**config.mk**
```make
export PLATFORM = sky130hd
export DESIGN_NAME = rr_mux8_sched
export DESIGN_NICKNAME = d
export VERILOG_FILES = /design/src/rtl/rr_mux8_sched_pkg.sv /design/src/rtl/rr_pick8.sv /design/src/rtl/rr_mux8_sched.sv
export SDC_FILE = /design/constraint.sdc
export NUM_CORES = 1
export LEC_CHECK = 0
export ABC_AREA = 1
export CAP_MARGIN = 10
export CORE_UTILIZATION = 55
export CTS_CLUSTER_DIAMETER = 30
export CTS_CLUSTER_SIZE = 28
export DETAILED_ROUTE_END_ITERATION = 10
export DONT_BUFFER_PORTS = 1
export PLACE_DENSITY = 0.67
export RECOVER_POWER = 25
export REMOVE_ABC_BUFFERS = 1
export SLEW_MARGIN = 25
export SYNTH_ARGS = -nofsm -noshare
export SYNTH_HDL_FRONTEND = slang
export SYNTH_HIERARCHICAL = 1
export SYNTH_SLANG_ARGS = --single-unit
```
**constraint.sdc**
```tcl
create_clock -name clk -period 7.4 [get_ports clk]
set_clock_uncertainty 0.2 [all_clocks]
set_input_delay 1.48 -clock clk [delete_from_list [all_inputs] [get_ports clk]]
set_output_delay 1.48 -clock clk [all_outputs]
set_load 0.05 [all_outputs]
```
**src/rtl/rr_mux8_sched_pkg.sv**
```systemverilog
// rr_mux8_sched_pkg
//   Shared definitions for the 8-channel round-robin mux scheduler:
//   the channel count, the select width and the scheduler state encoding.
package rr_mux8_sched_pkg;

  localparam int NCH  = 8;
  localparam int SELW = 3;

  typedef enum logic [1:0] {
    S_IDLE  = 2'd0,
    S_GRANT = 2'd1,
    S_GUARD = 2'd2
  } state_t;

endpackage

```
**src/rtl/rr_pick8.sv**
```systemverilog
// rr_pick8
//   Combinational round-robin winner picker. Finds the first set request
//   searching ptr+1, ptr+2, ... with wrap, so ptr itself is searched last.
// Ports:
//   req  in  [7:0]  request vector
//   ptr  in  [2:0]  last granted channel (lowest priority this round)
//   win  out [2:0]  winning channel index (don't-care when any=0)
//   any  out        at least one request is set
module rr_pick8
  import rr_mux8_sched_pkg::*;
(
  input  logic [NCH-1:0]  req,
  input  logic [SELW-1:0] ptr,
  output logic [SELW-1:0] win,
  output logic            any
);

  logic [2*NCH-1:0] dbl;
  logic [NCH-1:0]   rot;
  logic [SELW-1:0]  off;

  // Rotating the doubled vector puts channel ptr+1 at bit 0 and ptr at bit 7.
  assign dbl = {req, req} >> ({1'b0, ptr} + 4'd1);
  assign rot = dbl[NCH-1:0];

  // Lowest set bit of the rotated vector wins.
  always_comb begin
    off = '0;
    for (int k = NCH - 1; k >= 0; k--) begin
      if (rot[k]) off = SELW'(k);
    end
  end

  // Un-rotate; the 3-bit sum wraps modulo 8.
  assign win = ptr + SELW'(1) + off;
  assign any = |req;

endmodule

```
**src/rtl/rr_mux8_sched.sv**
```systemverilog
// rr_mux8_sched
//   Round-robin scheduler time-sharing an 8:1 single-bit mux between eight
//   requesters. Each tenancy lasts at most MAX_BURST cycles and is followed
//   by GUARD_CYCLES dead cycles so the select never changes while a
//   downstream consumer is sampling the mux output.
// Ports:
//   clk         in         rising-edge clock
//   rst         in         asynchronous active-high reset
//   en          in         arbitration enable (blocks new tenancies only)
//   req         in  [7:0]  level-held per-channel requests
//   sel         out [2:0]  registered mux select (drives S of the mux)
//   gnt         out [7:0]  registered one-hot grant
//   vld         out        grant active; mux output is meaningful
//   burst_last  out        final grant cycle of a MAX_BURST-length tenancy
//
// state   | meaning
// --------+--------------------------------------------------------------
// S_IDLE  | no tenancy; grant the round-robin winner when en and any req
// S_GRANT | channel sel owns the mux; cnt counts cycles of this tenancy
// S_GUARD | dead cycles after a tenancy; gcnt counts down to 1
module rr_mux8_sched
  import rr_mux8_sched_pkg::*;
#(
  parameter int MAX_BURST    = 4,
  parameter int GUARD_CYCLES = 1
) (
  input  logic            clk,
  input  logic            rst,
  input  logic            en,
  input  logic [NCH-1:0]  req,
  output logic [SELW-1:0] sel,
  output logic [NCH-1:0]  gnt,
  output logic            vld,
  output logic            burst_last
);

  localparam logic [3:0] MB = 4'(MAX_BURST);
  localparam logic [1:0] GC = 2'(GUARD_CYCLES);

  state_t          state;
  logic [SELW-1:0] ptr;
  logic [3:0]      cnt;
  logic [1:0]      gcnt;

  logic [SELW-1:0] win;
  logic            any;
  logic            tenancy_end;
  logic            guard_done;
  logic            decide;
  logic [3:0]      cnt_inc;

  rr_pick8 u_pick (
    .req (req),
    .ptr (ptr),
    .win (win),
    .any (any)
  );

  // A request drop wins over expiry; both end the tenancy at this edge.
  assign tenancy_end = (state == S_GRANT) && (!req[sel] || (cnt == MB));
  assign guard_done  = (state == S_GUARD) && (gcnt == 2'd1);
  // Points where a fresh arbitration decision is taken at this edge.
  assign decide      = (state == S_IDLE) || guard_done ||
                       (tenancy_end && (GC == 2'd0));
  assign cnt_inc     = (cnt < MB) ? cnt + 4'd1 : cnt;

  always_ff @(posedge clk or posedge rst) begin
    if (rst) begin
      state      <= S_IDLE;
      sel        <= '0;
      gnt        <= '0;
      vld        <= 1'b0;
      burst_last <= 1'b0;
      ptr        <= SELW'(NCH - 1);
      cnt        <= '0;
      gcnt       <= '0;
    end else if (decide) begin
      if (en && any) begin
        state      <= S_GRANT;
        sel        <= win;
        gnt        <= NCH'(1) << win;
        vld        <= 1'b1;
        cnt        <= 4'd1;
        ptr        <= win;
        burst_last <= (MB == 4'd1);
      end else begin
        state      <= S_IDLE;
        gnt        <= '0;
        vld        <= 1'b0;
        burst_last <= 1'b0;
        cnt        <= '0;
      end
    end else begin
      case (state)
        S_GRANT: begin
          if (tenancy_end) begin
            // sel holds its last value through the guard interval
            state      <= S_GUARD;
            gcnt       <= GC;
            gnt        <= '0;
            vld        <= 1'b0;
            burst_last <= 1'b0;
            cnt        <= '0;
          end else begin
            cnt        <= cnt_inc;
            burst_last <= (cnt_inc == MB);
          end
        end
        S_GUARD: begin
          gcnt <= gcnt - 2'd1;
        end
        default: begin
          state <= S_IDLE;
        end
      endcase
    end
  end

endmodule

```
==> results summary <==
The number of global-route vias before repair came out at 1400. The run finished with clean final reports. By area the synthesized netlist is led by dfrtp_1 (30%), nand2_1 (17%), nand3_1 (12%). The critical path launch point type is a primary input. The top achievable clock speed came out at roughly 280 MHz. CTS placed an instance of clkbuf_4 at the clock tree root. The final-report max-slew violation count was 0. The pin count of the biggest net entering global routing came out at 25. The die is about 60 µm tall. At the worst endpoint, the required time is 7.44 ns. After clock tree synthesis, the clock-pin slew on the worst setup and hold paths is around 0.13 ns. The endpoint class of the critical path is a flop. The worst vdd rail ir drop is roughly 0.26 mV. The critical path data arrival time is roughly 3.6 ns. The final-report setup violation count came out at 0. The final RePlAce weighted congestion is 0.851. The detail-routed net length per standard cell came out at roughly 12 µm. The final critical delay including setup and external delays came out at approximately 3.5 ns. The maximum fanout count along the critical path came out at 6.

The number of core rows is 20. The area after detailed placement came out at between 1500 and 2000 µm². Summing every instance area after synthesis gives between 1500 and 2000 µm². At the pin with the least slew margin, the transition time is ~0.9 ns.

The max-slew headroom at the worst pin is between 40 and 50%. The detailed router finished its first iteration with approximately 110 violations. The cell type contributing the most total cell area after synthesis is dfrtp_1. For this run, the leading register cell type out of synthesis is dfrtp_1. Clock latency on the worst-skew pair, taken at its later pin, is about 0.31 ns. The wire length of the first global-routing pass is approximately 6.1 mm. The pre-CTS setup slack is between 3 and 4 ns. The distinct cell type count of the synthesized netlist came out at 31. The instance count of the mapped netlist came out at about 250. In this run the deepest clock path goes through 2 buffers. The async set or reset register ratio after synthesis came out at 100%. The total routing resource utilization after global routing is 23.1%. The leakage power summed over all cells came out at around 0.94 nW. In this run the remaining antenna-violating nets after routing total 0.

The warning count from the yosys run is 6. The number of clock sinks is 24. The per-cell via count in the routed design is 5.35. Summing the sequential cell areas from Yosys gives between 30% and 40% of the chip area. The port buffer count came out at 0. The number of antenna violations at the first check in global routing came to 0. The horizontal extent of the die is around 59 µm. After global routing, the most crowded layer is met2. In this run the post-CTS setup repair buffer count came out at 0. Dividing total power by cell area gives a power density of approximately 540 nW/µm².

The delay contributed by the slowest stage of the critical path came out at between 0.3 and 0.4 ns. The total I/O pin count came out at 24. The number of buffers inserted by hold repair at cts is 0. The cell with the largest stage delay on the worst path is fa_1. The most numerous cell type found on the critical path is nand2_1. The routed design has ~3.6 mm of wire. The per-instance average area after synthesis came out at ~7 µm².

After detailed placement, the design holds a cell count of ~290. Traced cell by cell, the critical path runs through nand2_1 > nand3_1 > nand2_1 > nand2_1 > nand2_1 > nand2_1 > nand2_1 > nand2_1 > nand2_1 > nand2_1 > nand2_1 > ha_1 > inv_1 > fa_1 > xor2_1 > nand3b_1 > nand2_1 > nand2_1 > o21ai_0. The post-detailed-route DRC marker count came out at 0. The initial cell density of the core is 57.9%.

The share of the clock period used by the worst path came out at 47.6%. After routing, the total negative slack on setup checks comes to 0 ns. The met1 track utilization from global routing is ~30%. The number of H-tree branching levels came out at 1. The die footprint is between 3000 and 4000 µm².

The number of clock buffers added by TritonCTS is 3. The number of fill cells came out at approximately 300. The repair_antennas step left the layout with diodes totalling 0. The final count of hold timing violations is 0. The layout-stage area growth over the synthesis result is 3.61%.

The total overflow reported by the global router is 0. The buffer and inverter count on the worst path came out at 1. The number of synthesized register bits came out at 24. The number of gates given a new drive strength after cts came out at 0. The met3 global-route usage came out at 5.27%.

The number of detailed-routing iterations run before antenna repair came out at 4. Setup repair after global routing left no endpoint under its margin. Global routing used about 40% of the available met2 tracks. The min-delay analysis places its worst path in the category reg -> reg.

The final design area excluding fillers came out at about 1800 µm². The tool flagged a number of max-cap violations equal to 0. The core area is between 3000 and 4000 µm². The HPWL after detailed placement is ~2.7 mm. The number of vias in the routed layout is 1556.

The TritonCTS clock tree is built. The top cell family by delay on the critical path is simple AND/OR/NAND/NOR gates. The slack of the critical path came out at roughly 3.9 ns. Summing internal, switching and leakage power gives between 0.9 and 1 mW. The proportion of layout cells with a drive suffix above 1 is between 10 and 15%. The final layout net count came out at ~270. The class of the most critical setup path is in -> reg. The count of non-filler cells in the finished layout is just under 300. In this run the biggest area consumer among cell types represents 29.7% of the synthesized area. Yosys mapped a number of flops with a built-in enable equal to 0.
==> final cells by class <==
| cell class | count | area [µm²] | area share, % |
|---|---|---|---|
| Sequential cell | 24 | 604 | 33.0 |
| Clock inverter | 1 | 30.0 | 1.64 |
| Inverter | 33 | 134 | 7.31 |
| Multi-Input combinational cell | 186 | 986 | 53.8 |
| Tap cell | 44 | 55.1 | 3.01 |
| Clock buffer | 3 | 22.5 | 1.23 |
==> stage by stage <==
step	utilization (%)	hold slack, ns
global route	60.0	0.369
floorplan	-	0.259
global placement	58.3	0.287
detailed placement	58.3	0.298
finish	60.0	0.322
CTS	60.0	0.329
==> report_power, final <==
| part | internal [mW] | total, mW | switching [mW] |
|---|---|---|---|
| Clock | 0.0547 | 0.0937 | 0.0390 |
| Sequential | 0.184 | 0.318 | 0.134 |
| Combinational | 0.201 | 0.578 | 0.377 |
==> cell usage after synthesis (2+ instances only) <==
cell type / count
xor2_1: 2
nand2_1: 80
buf_6: 3
nor4_1: 2
dfrtp_1: 21
nand3_2: 3
inv_1: 27
nand3_1: 41
inv_2: 4
o21a_2: 2
ha_1: 7
nand2_2: 12
nand4_1: 2
o21ai_1: 5
nor2_1: 7
buf_2: 2
a21oi_1: 2
dfstp_2: 3
o21ai_0: 11
==> placed cells by master, fill, tap and decap left out, types with 3 or more instances in the layout <==
cell	n
nand2_1	80
nand3_1	41
inv_1	27
dfrtp_1	21
nand2_2	12
o21ai_0	11
nor2_1	7
ha_1	7
o21ai_1	5
inv_2	4
clkbuf_4	3
dfstp_2	3
nand3_2	3
==> worst paths after layout <==
kind	startpoint	cells after the start	end	slack, ns
worst max-delay path	req[5]	19	gnt[5]	3.87
worst min-delay path	gcnt[1]	2	gcnt[1]	0.32
worst max register to register	ptr[0]	20	gnt[5]	4.26
worst min register to register	gcnt[1]	2	gcnt[1]	0.32
max in group asynchronous	rst	1	burst_last	5.43
min in group asynchronous	rst	1	gnt[2]	1.03
==> metal layers <==
layer | up-vias | part of all wire, %
met5 | - | 0
met3 | 7 | 5.3
li1 | 793 | -
met2 | 45 | 49
met4 | 0 | 0.95
met1 | 711 | 45
==> sequential cells by signal (all words and copies together) (netlist names) <==
name	flops
state	2
vld	1
sel	3
gcnt	2
gnt	8
ptr	3
burst_last	1
cnt	4
==> tightest hold or removal path: cells and delay by family (launching register included) <==
family           cells  cell delay, ns
AND/OR/NAND/NOR      1            0.05
flip-flops           1            0.38
AO/OA/AOI/OAI        1            0.06
==> cells by family (layout without fill, tap and decap cells) <==
kind of cell	after synthesis	count (layout)	share of synthesized area (%)
xor gates and xnor gates	2	2	0.991
DFF	24	24	34.2
buffers and inverters	38	37	10.0
and+or+nand+nor	153	153	40.8
adders and majority gates	8	8	6.09
AOI/OAI and AO/OA	23	23	7.93
Note: power is estimated with default switching activity, not from simulation.
